[src/rtl/rf_wport_arbiter.sv]
// Register-file write-port arbiter: WB has priority, MDU results queue in a small FIFO and drain
// in idle WB cycles, with a starvation stall. Optional same-cycle MDU bypass: RF_WPORT_BYPASS_EN.
module rf_wport_arbiter #(
  parameter int DEPTH        = 4,
  parameter int STARVE_LIMIT = 8
) (
  input  logic                     clk,
  input  logic                     reset,
  input  logic                     wb_en_i,
  input  logic [4:0]               wbaddr_i,
  input  logic [31:0]              wbdata_i,
  input  logic                     mdu_valid_i,
  output logic                     mdu_ready_o,
  input  logic [4:0]               mdu_addr_i,
  input  logic [31:0]              mdu_data_i,
  output logic                     stall_o,
  output logic                     rf_we_o,
  output logic [4:0]               rf_waddr_o,
  output logic [31:0]              rf_wdata_o,
  output logic [31:0]              pend_mask_o,
  output logic [$clog2(DEPTH):0]   fifo_cnt_o
);

  localparam int PW = $clog2(DEPTH);
  localparam int CW = PW + 1;
  localparam int SW = $clog2(STARVE_LIMIT + 1);

  logic [4:0]    addr_mem [DEPTH];
  logic [31:0]   data_mem [DEPTH];
  logic [PW-1:0] rd_ptr_reg;
  logic [PW-1:0] wr_ptr_reg;
  logic [CW-1:0] count_reg;
  logic [SW-1:0] starve_reg;

  logic fifo_empty;
  logic mdu_accept;
  logic mdu_live;
  logic wb_req;
  logic wb_grant;
  logic head_grant;
  logic byp_grant;
  logic enq;
  logic deq;

  logic [4:0]  head_addr;
  logic [31:0] head_data;

  always_comb begin
    fifo_empty  = (count_reg == '0);
    mdu_ready_o = (count_reg < CW'(DEPTH));
    stall_o     = (starve_reg == SW'(STARVE_LIMIT));
    mdu_accept  = mdu_valid_i & mdu_ready_o;
    // Results for x0 are consumed here so they never occupy a slot or reach the port.
    mdu_live    = mdu_accept & (mdu_addr_i != 5'd0);
    wb_req      = wb_en_i & (wbaddr_i != 5'd0);
    wb_grant    = wb_req & ~stall_o;
    head_grant  = ~fifo_empty & (stall_o | ~wb_req);
`ifdef RF_WPORT_BYPASS_EN
    byp_grant   = fifo_empty & ~wb_req & ~stall_o & mdu_live;
`else
    byp_grant   = 1'b0;
`endif
    enq         = mdu_live & ~byp_grant;
    deq         = head_grant;
    head_addr   = addr_mem[rd_ptr_reg];
    head_data   = data_mem[rd_ptr_reg];
  end

  // Result storage: plain RAM, no reset needed since occupancy is tracked by count_reg.
  always_ff @(posedge clk) begin
    if (enq) begin
      addr_mem[wr_ptr_reg] <= mdu_addr_i;
      data_mem[wr_ptr_reg] <= mdu_data_i;
    end
  end

  always_ff @(posedge clk or posedge reset) begin
    if (reset) begin
      rd_ptr_reg <= '0;
      wr_ptr_reg <= '0;
      count_reg  <= '0;
      starve_reg <= '0;
      rf_we_o    <= 1'b0;
      rf_waddr_o <= 5'd0;
      rf_wdata_o <= 32'd0;
    end else begin
      if (enq) wr_ptr_reg <= wr_ptr_reg + 1'b1;
      if (deq) rd_ptr_reg <= rd_ptr_reg + 1'b1;
      count_reg <= count_reg + CW'(enq) - CW'(deq);

      if (fifo_empty || head_grant) starve_reg <= '0;
      else                          starve_reg <= starve_reg + 1'b1;

      rf_we_o <= wb_grant | head_grant | byp_grant;
      if (wb_grant) begin
        rf_waddr_o <= wbaddr_i;
        rf_wdata_o <= wbdata_i;
      end else if (head_grant) begin
        rf_waddr_o <= head_addr;
        rf_wdata_o <= head_data;
      end else if (byp_grant) begin
        rf_waddr_o <= mdu_addr_i;
        rf_wdata_o <= mdu_data_i;
      end
    end
  end

  assign fifo_cnt_o = count_reg;

  // An entry is live when its distance from the read pointer is below the occupancy.
  logic [31:0] entry_hot [DEPTH];

  generate
    for (genvar gi = 0; gi < DEPTH; gi++) begin : g_pend
      logic [PW-1:0] offset;
      logic          live;
      always_comb begin
        offset        = PW'(gi) - rd_ptr_reg;
        live          = ({1'b0, offset} < count_reg);
        entry_hot[gi] = live ? (32'd1 << addr_mem[gi]) : 32'd0;
      end
    end
  endgenerate

  always_comb begin
    pend_mask_o = 32'd0;
    for (int i = 0; i < DEPTH; i++) begin
      pend_mask_o = pend_mask_o | entry_hot[i];
    end
    pend_mask_o[0] = 1'b0;
  end

endmodule

[config.mk]
export PLATFORM = sky130hd
export DESIGN_NAME = rf_wport_arbiter
export DESIGN_NICKNAME = d
export VERILOG_FILES = /design/src/rtl/rf_wport_arbiter.sv
export SDC_FILE = /design/constraint.sdc
export NUM_CORES = 1
export LEC_CHECK = 0
export ABC_CLOCK_PERIOD_IN_PS = 7200
export CAP_MARGIN = 40
export CORE_MARGIN = 5
export CORE_UTILIZATION = 45
export CTS_BUF_LIST = sky130_fd_sc_hd__clkbuf_8
export DETAILED_ROUTE_END_ITERATION = 10
export PLACE_DENSITY = 0.69
export SLEW_MARGIN = 20
export SYNTH_ARGS = -nofsm -noshare
export SYNTH_HDL_FRONTEND = slang
export SYNTH_SLANG_ARGS = --single-unit
export TNS_END_PERCENT = 20
[constraint.sdc]
create_clock -name clk -period 7.2 [get_ports clk]
set_clock_uncertainty 0.1 [all_clocks]
set_input_delay 1.44 -clock clk [delete_from_list [all_inputs] [get_ports clk]]
set_output_delay 1.44 -clock clk [all_outputs]
set_load 0.005 [all_outputs]
# Word level (Yosys, flattened, before mapping)

Memory sizes are Yosys's and may differ from the RTL's.
Index checks and enable logic that the tools add are counted.

Add/sub/neg operators: 9
$lt $le $gt $ge: 5
Equal/unequal tests: 1
Shifts and indexed selects: 4
Muxes and demuxes: 11
Bitwise gates (word level): 13
Reduce and logical (&&, ||, !) cells: 5

Operator list:

| kind                                             | count |
|---|---|
| two-way mux 32 bit                               | 6 |
| << shifter 1 x 5 -> 32 bit, first input constant | 4 |
| OR 32 bit                                        | 3 |
| < comparator 2 x 3 -> 1 bit                      | 4 |
| two-way mux 5 bit                                | 2 |
| nonzero test 5 bit                               | 2 |
| AND 1 bit                                        | 5 |
| adder 2 x 1 -> 2 bit, second input constant      | 2 |
| adder 4 x 1 -> 4 bit, second input constant      | 1 |
| == test 4 bit, second input constant             | 1 |
| two-way mux 4 bit                                | 1 |
| subtractor 1 x 2 -> 2 bit, first input constant  | 2 |
| subtractor 2 bit, first input constant           | 2 |
| adder 3 x 1 -> 3 bit                             | 1 |
| logical NOT 3 bit                                | 1 |
| < comparator 3 bit, second input constant        | 1 |
| inverter 1 bit                                   | 3 |
| subtractor 3 x 1 -> 3 bit                        | 1 |
| two-way mux 1 bit                                | 2 |
| OR 1 bit                                         | 2 |
| nonzero test 2 bit                               | 1 |
| logical OR 1 bit                                 | 1 |

Register bits: 49
Memory bits (writable): 148
Input port bits: 78
Output and inout port bits: 75
Word-level logic and storage cells: 57
Memories: 2

Memory list:

| name     | words | bits a word | read ports | clocked after Yosys merged registers in | write ports | line | source |
|---|---|---|---|---|---|---|---|
| data_mem | 4     | 32          | 1          | 0                                       | 1           | 29   | `logic [31:0] data_mem [DEPTH];` |
| addr_mem | 4     | 5           | 5          | 0                                       | 1           | 28   | `logic [4:0] addr_mem [DEPTH];` |

# Depth between registers and ports, before layout

Depth in word-level cells: 7
Depth in mapped cells: 10
Mapped depth without buffers: 10

# Worst setup path after synthesis

No wires, ideal clock.

Path kind: register to output
Start: register rd_ptr_reg[1]
End: output pend_mask_o[28]
Arrival: 2.361 ns
Required time: 5.660 ns
Path slack: 3.299 ns
Stages on the path, launching flop included: 9
Path through: dfrtp_1 -> buf_1 -> xor2_1 -> inv_1 -> ha_1 -> nor2b_1 -> a2111oi_2 -> o2bb2a_1 -> o221ai_1

Word-level cells in the longest chain between the ends: 6

Ends and longest elaborated chain:

| what                        | line | source |
|---|---|---|
| start: declaration          | 30   | `logic [PW-1:0] rd_ptr_reg;` |
| start signal: assignment    | 88   | `if (deq) rd_ptr_reg <= rd_ptr_reg + 1'b1;` |
| subtractor 1 x 2 -> 2 bit   | 118  | `offset = PW'(gi) - rd_ptr_reg;` |
| < comparator 2 x 3 -> 1 bit | 119  | `live = ({1'b0, offset} < count_reg);` |
| two-way mux 32 bit          | 120  | `entry_hot[gi] = live ? (32'd1 << addr_mem[gi]) : 32'd0;` |
| OR 32 bit (2 in a row)      | 128  | `pend_mask_o = pend_mask_o \| entry_hot[i];` |
| OR 32 bit (*)               | 128  |  |
| end: declaration            | 20   | `output logic [31:0] pend_mask_o,` |

Every way passes the cells marked *; elsewhere a longest branch is shown, timed or not.

# Worst setup path after layout

Start: register rd_ptr_reg[0]
End: output pend_mask_o[22]

The elaborated chain is that of the path after synthesis.

==> impl_metrics.json <==
{
  "rr_worst_depth": 8,
  "die_x_um": 152,
  "ys_ff_latch": 197,
  "die_h_um": 152,
  "path_max_fanout": 14,
  "layout.nets": 898,
  "p_leak_nw": 3.86,
  "cts_buffers": 17,
  "min_path_cells": 1,
  "drt-wirelength-per-cell_um": 23.3,
  "power_density_mw_per_mm2": 338,
  "antenna_cells_inserted": 0,
  "grt_max_degree": 81,
  "fin_ws_ns": 2.06,
  "synthCells": 661,
  "nFillCells": 1657,
  "hold_buffers": 0,
  "dr_total_vias": 6421,
  "synth_top_family_by_area": "compound AO/OA/AOI/OAI gates",
  "hold_violations": 0,
  "end_kind": "output port",
  "synth_compound_area_share_pct": 11.4,
  "synth.area.mux_share_pct": 9.19,
  "top_register": "data_mem",
  "root_buffer": "clkbuf_8",
  "gp_congestion": 0.965,
  "hpwlAfterDp_um": 18000,
  "layout_common_cells": "151 x clkdlybuf4s50_1, 148 x edfxtp_1, 91 x nand2_1, 47 x dfrtp_1, 42 x nor2_1",
  "max_slew.worst_pin.slew_ns": 0.884,
  "core_mm2": 0.0200,
  "whs_ns": 0.427,
  "drc_errors": 0,
  "gr-total-overflow": 0,
  "drv_cap": 0,
  "relSlewSlack_pct": 40.9,
  "rsz0062_at_grt": "false",
  "synthArstFlopShare_pct": 24.9,
  "largest_register_ff_count": 128,
  "cp.required_ns": 5.66,
  "hold_path_class": "flop to flop",
  "yosysSeqAreaShare_pct": 62.5,
  "synthDistinctLibCells": 48,
  "clk_pin_slew_ns": 0.10,
  "synthXorXnorAreaFrac_pct": 0.773,
  "synth_top_cell_area_share_pct": 49.0,
  "post_cts_buffers": 0,
  "dieArea_mm2": 0.0231,
  "cp.arrival_ns": 3.60,
  "finalCritPeriodShare_pct": 71.4,
  "rows": 52,
  "synth-simple-area-share_pct": 11.2,
  "grt_pass1_wl_um": 39400,
  "grt_pass1_vias": 6643,
  "cts_tree": "built",
  "top_regs": "data_mem x128, rf_wdata_o x32, addr_mem x20",
  "postPlaceCellArea_mm2": 0.0109,
  "ir_drop_mv": 0.222,
  "synthFlopType": "edfxtp_1",
  "crit_type": "flop to output port",
  "finalSetupViolCount": 0,
  "synth_area_leaders": "edfxtp_1 49%, dfrtp_1 14%, mux4_2 9.2%",
  "clock_latency_ns": 0.46,
  "synth_nets": 752,
  "io_buffers": 151,
  "place_inst": 1056,
  "first_iter_violations": 436,
  "synth.largest_area_cell": "edfxtp_1",
  "routed_via_density": 5.89,
  "fin_util_pct": 56.8,
  "synth_edf_count": 148,
  "fin_cells": 1090,
  "place_ws_ns": 2.62,
  "area_growth_pct": 25.4,
  "cts.sinks": 197,
  "synth_warnings": 0,
  "grt_usage_pct": 21.9,
  "cts_resized": 0,
  "syn_avg_cell_area_um2": 13.7,
  "finalCriticalPeriod_ns": 5.14,
  "wl_um": 25400,
  "drive_above_1_share_pct": 12.7,
  "synth_fa_ha_area_share_pct": 1.88,
  "clockBufferDepth": 2,
  "design_area_mm2": 0.0114,
  "drtPass1Iterations": 5,
  "fin_tns_setup_ns": 0,
  "ios": 153,
  "status": "complete, no violations",
  "synth_area_mm2": 0.00907,
  "max_freq_mhz": 194,
  "start_kind": "flop",
  "design_power_total_mw": 3.84,
  "initial_utilization_pct": 45.2,
  "antenna_found_initial": 0,
  "drv_slew": 0,
  "final_common_cell": "clkdlybuf4s50_1",
  "drtAntennaViolNets": 0,
  "cts_max_level": 4
}
-- critical path, stage by stage, from the launching register on --
cell and delay [ns]:
dfrtp_4 0.61, xor2_1 0.26, inv_1 0.07, ha_1 0.26, nor2b_1 0.26, a2111oi_2 0.72, a22oi_1 0.20, o211ai_1 0.21
clkdlybuf4s50_1 0.57
-- synthesized netlist by cell type, drive strengths merged, types with 3 or more instances --
cell type and number:
or2 3, xor2 4, o2111ai 5, buf 26, nor3 6, inv 20, nand2b 14, nand2 91
a31oi 35, nand3 15, nand4 8, dfrtp 49, nor2b 20, ha 12, clkbuf 14, o21ai 3
mux4 37, nor2 42, o221ai 15, nor4 3, and2 9, edfxtp 148, o211ai 14, a32oi 6
a2111oi 15, xnor2 4, a22oi 24
-- routing by layer --
metal	track usage (%)	routed length [um]	vias up
met5	0	0	-
met4	7.19	634	0
met3	4.49	1430	45
met2	36.1	12600	251
met1	29.4	10800	3255
li1	-	-	2870
-- report_power, final --
part | internal, mW | switching [mW]
logic | 0.734 | 0.784
clock network | 0.293 | 0.404
registers | 1.45 | 0.173
total | 2.48 | 1.36
-- path summary, 6_finish.rpt --
kind	from	end	slack, ns
min in group asynchronous	reset	rf_waddr_o[3]$_DFFE_PP0P_	1.37
max in group asynchronous	reset	rd_ptr_reg[1]$_DFFE_PP0P_	5.12
worst max register to register	fifo_cnt_o[2]$_DFF_PP0_	fifo_cnt_o[2]$_DFF_PP0_	4.15
worst min register to register	starve_reg[0]$_DFF_PP0_	starve_reg[0]$_DFF_PP0_	0.43
worst max-delay path	rd_ptr_reg[0]$_DFFE_PP0P_	pend_mask_o[22]	2.06
worst min-delay path	starve_reg[0]$_DFF_PP0_	starve_reg[0]$_DFF_PP0_	0.43
-- cells by family (layout without fill, tap and decap cells) --
logic type                 after synthesis  count (layout)
AOI/OAI and AO/OA                      127             127
xor gates and xnor gates                 8               8
adders and majority gates               13              13
buffers and inverters                   60             219
DFF                                    197             197
muxes                                   37              37
other                                    1               1
and+or+nand+nor                        218             218
-- layout make-up --
class / instances / area [um^2] / area share (%)
multi-input combinational: 404 / 3150 / 27.7
clock inverter: 14 / 148 / 1.30
sequential: 197 / 5680 / 49.9
inverter: 20 / 75.1 / 0.660
tap: 270 / 338 / 2.97
timing repair buffer: 167 / 1740 / 15.3
clock buffer: 18 / 248 / 2.18
Note: power is estimated with default switching activity, not from simulation.
